File: src/rtl/ctrl_oven_multi.sv
// Microwave oven controller with N power levels, N time presets and an integrated cook countdown.
// Optional add-time button is enabled by defining CTRL_OVEN_ADD_TIME_EN.
module ctrl_oven_multi #(
    parameter int N_POWER  = 4,
    parameter int N_PRESET = 3,
    parameter int BASE_SEC = 30,
    parameter int CNT_W    = 8,
    parameter int TICK_DIV = 1,
    localparam int PL_W    = (N_POWER > 1) ? $clog2(N_POWER) : 1
) (
    input  logic                clk,
    input  logic                reset,
    input  logic [N_POWER-1:0]  power_sel,
    input  logic [N_PRESET-1:0] time_sel,
    input  logic                time_set,
    input  logic                start,
    input  logic                door_open,
    input  logic                cancel,
`ifdef CTRL_OVEN_ADD_TIME_EN
    input  logic                add_time,
`endif
    output logic [PL_W-1:0]     power_level,
    output logic                power_valid,
    output logic                heating,
    output logic                in_light,
    output logic                finished,
    output logic [CNT_W-1:0]    remaining
);

    localparam int PRE_W = (TICK_DIV > 1) ? $clog2(TICK_DIV) : 1;
    localparam logic [PRE_W-1:0] PRE_MAX = PRE_W'(TICK_DIV - 1);

    typedef enum logic [2:0] {
        StIdle, StPowerSet, StOpEnabled, StOpDisabled, StOperating, StPaused, StComplete
    } state_e;

    state_e             r_state, w_state_d;
    logic [PL_W-1:0]    r_level, w_level_d;
    logic               r_valid, w_valid_d;
    logic [CNT_W-1:0]   r_rem, w_rem_d;
    logic [PRE_W-1:0]   r_pre, w_pre_d;
    logic               r_heating, r_in_light, r_finished;
    logic [PL_W-1:0]    w_pwr_idx;
    logic [CNT_W-1:0]   w_preset;
    logic               w_pwr_ok, w_time_ok;

    assign w_pwr_ok  = $onehot(power_sel);
    assign w_time_ok = $onehot(time_sel);

    always_comb begin
        w_pwr_idx = '0;
        for (int i = 0; i < N_POWER; i++) begin
            if (power_sel[i]) w_pwr_idx = PL_W'(i);
        end
    end

    always_comb begin
        w_preset = '0;
        for (int k = 0; k < N_PRESET; k++) begin
            if (time_sel[k]) w_preset = CNT_W'(BASE_SEC << k);
        end
    end

`ifdef CTRL_OVEN_ADD_TIME_EN
    logic             r_add_prev;
    logic             w_add_edge;
    logic [CNT_W:0]   w_sum;

    assign w_add_edge = add_time & ~r_add_prev;

    always_ff @(posedge clk) begin
        if (!reset) r_add_prev <= 1'b0;
        else        r_add_prev <= add_time;
    end
`endif

    always_comb begin
        w_state_d = r_state;
        w_level_d = r_level;
        w_valid_d = r_valid;
        w_rem_d   = r_rem;
        w_pre_d   = r_pre;
`ifdef CTRL_OVEN_ADD_TIME_EN
        w_sum     = '0;
`endif
        if (cancel && r_state != StIdle) begin
            w_state_d = StIdle;
            w_level_d = '0;
            w_valid_d = 1'b0;
            w_rem_d   = '0;
            w_pre_d   = '0;
        end else begin
            unique case (r_state)
                StIdle: begin
                    if (w_pwr_ok) begin
                        w_state_d = StPowerSet;
                        w_level_d = w_pwr_idx;
                        w_valid_d = 1'b1;
                    end
                end
                StPowerSet: begin
                    if (w_pwr_ok) w_level_d = w_pwr_idx;
                    if (time_set && w_time_ok) begin
                        w_rem_d   = w_preset;
                        w_state_d = door_open ? StOpDisabled : StOpEnabled;
                    end
                end
                StOpEnabled: begin
                    if (door_open) begin
                        w_state_d = StOpDisabled;
                    end else if (start) begin
                        w_state_d = StOperating;
                        w_pre_d   = '0;
                    end
                end
                StOpDisabled: begin
                    if (!door_open) w_state_d = StOpEnabled;
                end
                StOperating: begin
                    // Door has priority over a coincident tick: nothing advances.
                    if (door_open) begin
                        w_state_d = StPaused;
                    end else if (r_rem == '0) begin
                        w_state_d = StComplete;
                    end else if (r_pre == PRE_MAX) begin
                        w_pre_d = '0;
                        w_rem_d = r_rem - 1'b1;
                        if (r_rem == CNT_W'(1)) w_state_d = StComplete;
                    end else begin
                        w_pre_d = r_pre + 1'b1;
                    end
                end
                StPaused: begin
                    if (!door_open && start) w_state_d = StOperating;
                end
                StComplete: begin
                    if (door_open) begin
                        w_state_d = StIdle;
                        w_level_d = '0;
                        w_valid_d = 1'b0;
                        w_rem_d   = '0;
                        w_pre_d   = '0;
                    end
                end
                default: w_state_d = StIdle;
            endcase
`ifdef CTRL_OVEN_ADD_TIME_EN
            if (w_add_edge && (r_state == StOperating || r_state == StPaused)) begin
                // An add landing on the final decrement revives the cook instead of finishing.
                if (w_state_d == StComplete) begin
                    w_rem_d   = CNT_W'(BASE_SEC);
                    w_state_d = StOperating;
                end else begin
                    w_sum   = {1'b0, w_rem_d} + (CNT_W + 1)'(BASE_SEC);
                    w_rem_d = w_sum[CNT_W] ? {CNT_W{1'b1}} : w_sum[CNT_W-1:0];
                end
            end
`endif
        end
    end

    always_ff @(posedge clk) begin
        if (!reset) begin
            r_state    <= StIdle;
            r_level    <= '0;
            r_valid    <= 1'b0;
            r_rem      <= '0;
            r_pre      <= '0;
            r_heating  <= 1'b0;
            r_in_light <= 1'b0;
            r_finished <= 1'b0;
        end else begin
            r_state    <= w_state_d;
            r_level    <= w_level_d;
            r_valid    <= w_valid_d;
            r_rem      <= w_rem_d;
            r_pre      <= w_pre_d;
            r_heating  <= (w_state_d == StOperating);
            r_in_light <= (w_state_d == StOperating) || (w_state_d == StPaused) ||
                          (w_state_d == StOpDisabled);
            r_finished <= (w_state_d == StComplete);
        end
    end

    assign power_level = r_level;
    assign power_valid = r_valid;
    assign heating     = r_heating;
    assign in_light    = r_in_light;
    assign finished    = r_finished;
    assign remaining   = r_rem;

endmodule

File: config.mk
export PLATFORM = sky130hd
export DESIGN_NAME = ctrl_oven_multi
export DESIGN_NICKNAME = d
export VERILOG_FILES = /design/src/rtl/ctrl_oven_multi.sv
export SDC_FILE = /design/constraint.sdc
export NUM_CORES = 1
export LEC_CHECK = 0
export ABC_AREA = 0
export CAP_MARGIN = 20
export CORE_ASPECT_RATIO = 2
export CORE_MARGIN = 10
export CORE_UTILIZATION = 51
export DETAILED_ROUTE_END_ITERATION = 8
export PLACE_DENSITY = 0.77
export SLEW_MARGIN = 20
export SYNTH_ARGS = -nofsm -noshare
export SYNTH_HDL_FRONTEND = slang
export SYNTH_SLANG_ARGS = --single-unit
export TNS_END_PERCENT = 1
File: constraint.sdc
create_clock -name clk -period 2.81 [get_ports clk]
set_clock_uncertainty 0.2 [all_clocks]
set_input_delay 0.4215 -clock clk [delete_from_list [all_inputs] [get_ports clk]]
set_output_delay 0.4215 -clock clk [all_outputs]
set_load 0.005 [all_outputs]
After elaboration in Yosys (flattened, before gate mapping)
Cells that the tools add are included.
{ "totals": {"ff_bits": 18, "input_bits": 13, "out_inout_bits": 14} }
{ "op_classes": {"n_addsub": 7, "n_eq_ne": 22, "muxes": 38, "bitwise": 1, "reduce_logical": 19} }
{ "op_table": {"columns": ["operator", "n"], "rows": [
  ["8-bit two-way mux", 7],
  ["3-bit two-way mux", 12],
  ["8-bit case mux with 3 select lines", 1],
  ["3-bit case mux with 7 select lines", 1],
  ["3-bit == test (second input constant)", 6],
  ["2-bit != test (second input constant)", 8],
  ["6-bit AND reduction", 2],
  ["3-bit by 2-bit == test with 1-bit output (second input constant)", 3],
  ["1-bit two-way mux", 9],
  ["3-bit nonzero test", 3],
  ["8-bit by 1-bit == test with 1-bit output (second input constant)", 1],
  ["8-bit zero test", 1],
  ["2-bit two-way mux", 4],
  ["8-bit by 1-bit subtractor with 8-bit output (second input constant)", 1],
  ["1-bit by 1-bit adder with 2-bit output", 3],
  ["3-bit by 1-bit == test with 1-bit output (second input constant)", 2],
  ["3-bit AND reduction", 2],
  ["5-bit two-way mux", 1],
  ["2-bit case mux with 2 select lines", 1],
  ["2-bit nonzero test", 2],
  ["2-bit OR reduction", 2],
  ["2-bit by 2-bit adder with 3-bit output", 1],
  ["1-bit logical AND", 3],
  ["3-bit zero test", 1],
  ["9 further kinds", 10]
]} }

Depth between registers and ports, before layout
{ "depth": {"ltp_word": 10, "ltp_mapped": 9, "mapped_depth_nobuf": 9} }

Worst setup path before layout
No wires, ideal clock.
{ "synth_timing": {"path_kind": "input port to flip-flop", "from": "in power_sel[0]", "to": "reg r_in_light (netlist: in_light)", "setup_time_ps": 75, "arrival_time_ps": 2254, "path_slack_ps": 281, "stages": 9, "path_buffers": 0, "path_cell_list": "inv_1 > fa_1 > inv_1 > ha_1 > ha_1 > nor3b_1 > a32oi_1 > o2111a_1 > o22ai_1"} }
{ "synth_between": {"elab_chain_cells": 9, "word_cells_on_any_way": 11, "classes_between": "add/sub: 2; eq/ne: 4; mux: 3; reduce/logical: 2"} }
{ "synth_rtl": {"columns": ["element", "line", "rtl"], "rows": [
  ["start, declared", "13", "input logic [N_POWER-1:0] power_sel,"],
  ["1-bit by 1-bit adder with 2-bit output (not written as such) *", "47", "assign w_pwr_ok = $onehot(power_sel);"],
  ["2-bit by 2-bit adder with 3-bit output (not written as such) *", "47", null],
  ["3-bit by 1-bit == test with 1-bit output *", "47", null],
  ["3-bit two-way mux *", "95", "if (w_pwr_ok) begin"],
  ["3-bit case mux with 7 select lines *", "93", "unique case (r_state)"],
  ["3-bit two-way mux *", "86", "if (cancel && r_state != StIdle) begin"],
  ["3-bit == test", "179", "r_in_light <= (w_state_d == StOperating) || (w_state_d == StPaused) ||"],
  ["1-bit logical OR", "179", null],
  ["1-bit logical OR *", "179", null],
  ["end signal, assigned", "179", null],
  ["end, declared", "42", "logic r_heating, r_in_light, r_finished;"]
]} }
Every way passes the cells marked *; elsewhere a longest branch is shown, timed or not.
A chain may end at the register's enable or synchronous reset.

Worst setup path in the final report
{ "layout_timing": {"from": "in power_sel[0]", "to": "reg r_finished (netlist: finished)"} }
{ "layout_between": {"elab_chain_cells": 7} }
{ "layout_rtl": {"columns": ["element", "line", "rtl"], "rows": [
  ["1-bit by 1-bit adder with 2-bit output (not written as such)", "47", null],
  ["2-bit by 2-bit adder with 3-bit output (not written as such)", "47", null],
  ["3-bit by 1-bit == test with 1-bit output", "47", null],
  ["3-bit two-way mux", "95", null],
  ["3-bit case mux with 7 select lines", "93", null],
  ["3-bit two-way mux", "86", null],
  ["3-bit == test", "181", "r_finished <= (w_state_d == StComplete);"],
  ["end signal, assigned", "181", null],
  ["end, declared", "42", null]
]} }
Every way passes these cells.

==> results.sh <==
export IMPL_vias=1452
export IMPL_p_int_mw=0.496
export IMPL_wl_per_cell_um=17.6
export IMPL_hp_class="reg -> reg"
export IMPL_worstMarginPinSlew_ns=0.508
export IMPL_drive_above_1_share=0.150
export IMPL_post_place_ws_ns=-0.211
export IMPL_cts_tree="done"
export IMPL_syn_avg_cell_area_um2=8.26
export IMPL_fin_crit_sh=0.948
export IMPL_p_per_area_nw_per_um2=426
export IMPL_nNetsFinal=221
export IMPL_die_w_um=56.6
export IMPL_clkSinkCount=17
export IMPL_gp_congestion=0.908
export IMPL_critical_path_top_delay_family="adder cells"
export IMPL_synthCells=165
export IMPL_setup_ws_ns=0.145
export IMPL_areaGrowthSynthToFinish_pct=30.2
export IMPL_maxCapViolations=0
export IMPL_wirelength_um=4010
export IMPL_holdBufCountCts=0
export IMPL_fin_util=0.690
export IMPL_peakVddDrop_v=0.000307
export IMPL_critPathLaunch="power_sel[0]"
export IMPL_via_per_inst=6.37
export IMPL_pwr_share_comb=0.363
export IMPL_rsz0062_at_grt="no"
export IMPL_crit_type="in -> reg"
export IMPL_clk_pin_slew_ns=0.07
export IMPL_synth_area_um2=1360
export IMPL_fmax_mhz=375
export IMPL_crit_path_start_kind="input pin"
export IMPL_p_leak_nw=0.726
export IMPL_start_util=0.530
export IMPL_ctsLongestPathBuffers=2
export IMPL_netlist_top_cells_area="dfxtp_1 (25%), inv_1 (5.2%), ha_1 (4.6%)"
export IMPL_row_count=26
export IMPL_htree_levels=1
export IMPL_synth_seq_cells=17
export IMPL_synthFlopType="dfxtp_1"
export IMPL_root_buffer="clkbuf_8"
export IMPL_yosys_warnings=0
export IMPL_whs_ns=0.267
export IMPL_status="complete, no violations"
export IMPL_endpoint="finished"
export IMPL_slowest_delay_ns=0.53
export IMPL_slew_viol_final=0
export IMPL_seq_area_frac_synth=0.250
export IMPL_synthAdderAreaFrac=0.0753
export IMPL_num_io_pins=27
export IMPL_synthDistinctLibCells=54
export IMPL_cp_depth=10
export IMPL_antenna_found_initial=0
export IMPL_finalHoldViolCount=0
export IMPL_synth_top_area_frac=0.250
export IMPL_synth_edf_count=0
export IMPL_track_usage=0.154
export IMPL_drc=0
export IMPL_worst_path_buf_inv=3
export IMPL_drtAntennaViolNets=0
export IMPL_core_um2=2570
export IMPL_setup_viol=0
export IMPL_die_y_um=93.1
export IMPL_end_kind="flop"
export IMPL_clk_latency_ns=0.26
export IMPL_power_switching_mw=0.260
export IMPL_slew_headroom=0.661
export IMPL_path_cells="clkdlybuf4s50_1, inv_1, fa_1, inv_1, ha_1, ha_1, nor3b_2, a32oi_2, o2111ai_2, nor4_2"
export IMPL_synth_area_leader_cell="dfxtp_1"
export IMPL_reg2reg_from="r_state[2]"
export IMPL_io_buffers=26
export IMPL_synth_top_family_by_area="compound AO/OA/AOI/OAI gates"
export IMPL_timing_final_crit_period_ns=2.67
export IMPL_synthMuxAreaShare=0.0220
export IMPL_synthSimpleGateAreaFrac=0.259
export IMPL_grt_overflow_total=0
export IMPL_r2r_end="remaining[1]"
export IMPL_yosys_area_share_xor_xnor=0
export IMPL_swShare=0.344
export IMPL_crit_fanout=2
export IMPL_power_frac_clock=0.253
export IMPL_drt_first_iter_violations=66
export IMPL_cts_resized=0
export IMPL_numCtsBuffers=3
export IMPL_grt_pass1_vias=1477
export IMPL_drtPass1Iterations=4
export IMPL_reg2reg_setup_slack_ns=0.72
export IMPL_power_total_mw=0.756
export IMPL_critPathArrivalTime_ns=2.64
export IMPL_pwr_share_seq=0.384
export IMPL_grt_max_degree=17
export IMPL_insertedDiodeCount=0
export IMPL_synth_compound_area_frac=0.313
export IMPL_finalSetupTns_ns=0
export IMPL_synthesis_nets=185
export IMPL_r2r_cells=3
export IMPL_async_flop_share=0
export IMPL_crit_required_ns=2.79
export IMPL_die_area_um2=5260
export IMPL_post_dp_hpwl_um=3170
export IMPL_grt_pass1_wl_um=6760
export IMPL_cpMaxStageDelayCell="fa_1"
export IMPL_post_cts_setup_buffers=0
==> worst min-delay path by stage <==
| stage | start | end | slack [ns] | depth (start not counted) |
|---|---|---|---|---|
| 2_1_floorplan | power_level[0] | power_level[0] | 0.25 | 2 |
| 3_3_place_gp | power_level[1] | power_level[1] | 0.24 | 2 |
| 3_5_place_dp | power_level[1] | power_level[1] | 0.26 | 2 |
| 4_1_cts | power_level[1] | power_level[1] | 0.27 | 2 |
| 5_1_grt | power_level[0] | power_level[0] | 0.30 | 2 |
| 6_report | power_level[1] | power_level[1] | 0.27 | 2 |
==> synthesized netlist by cell type, types with 3 or more instances <==
cell / count
nand3_1: 8
a211oi_1: 3
a31oi_1: 3
nor3_1: 4
o21ai_1: 4
o211ai_1: 4
or3b_1: 3
nand2_1: 10
mux2i_1: 3
inv_1: 19
o22ai_1: 4
ha_1: 5
dfxtp_1: 17
nor2_1: 7
o2111ai_1: 3
a21oi_1: 8
o21ai_0: 5
buf_2: 4
nand4_1: 3
==> layout by cell type (no fill, tap or decap), types with 3 or more instances in the layout <==
cell             netlist  routed
a211oi_1               3       3
a21oi_1                8       8
a31oi_1                3       3
buf_4                  0      12
clkbuf_8               0       3
clkdlybuf4s50_1        0      26
dfxtp_1               17      17
ha_1                   5       5
inv_1                 19      19
mux2i_1                3       3
nand2_1               10      10
nand3_1                8       8
nand4_1                3       3
nor2_1                 7       7
nor3_1                 4       4
o211ai_1               4       4
o21ai_0                5       5
o21ai_1                4       4
o22ai_1                4       4
or3b_1                 3       3
==> sequential cells by signal, indices dropped and copies added (netlist names) <==
register,cells
remaining,8
r_state,3
power_level,2
power_valid,1
heating,1
in_light,1
finished,1
==> per-layer routing <==
metal,vias to the layer above,wire length [um],track usage
met4,0,191,0.0948
met2,50,2200,0.290
li1,698,-,-
met5,-,0,0
met1,689,1440,0.143
met3,15,176,0.0352
==> power by group through the flow <==
stage               sequential [mW]  combinational [mW]  clock [mW]
floorplan                     0.281               0.174           0
global placement              0.293               0.256           0
detailed placement            0.295               0.265           0
CTS                           0.290               0.266       0.191
global route                  0.296               0.301       0.200
finish                        0.291               0.275       0.191
==> tightest hold or removal path: stages (launching register included) <==
cell and delay, ns:
dfxtp_1 0.32, nand2_1 0.05, a21oi_1 0.05
==> area by class of cell <==
| type | instances | area, um^2 |
|---|---|---|
| flip-flops and latches | 17 | 340 |
| fillers | 220 | 796 |
| well taps | 28 | 35.0 |
| clock buffers | 3 | 41.3 |
| multi-input cells | 122 | 931 |
| inverters | 19 | 71.3 |
| clock inverters | 1 | 5.00 |
| repair buffers | 38 | 350 |
==> cells by family (layout without fill, tap and decap cells) <==
kind of cell,count (synthesis),in the layout
buffers and inverters,26,61
adder cells (fa/ha/maj),7,7
multiplexers,3,3
AO/OA/AOI/OAI,56,56
flip-flops,17,17
AND/OR/NAND/NOR,56,56
==> metrics by stage <==
| stage | cells | area [um^2] |
|---|---|---|
| finish | 228 | 1770 |
| detailed placement | 224 | 1710 |
| global placement | 224 | 1710 |
| floorplan | 165 | 1360 |
| CTS | 228 | 1760 |
| global route | 228 | 1770 |
(Power assumes the default switching activity.)
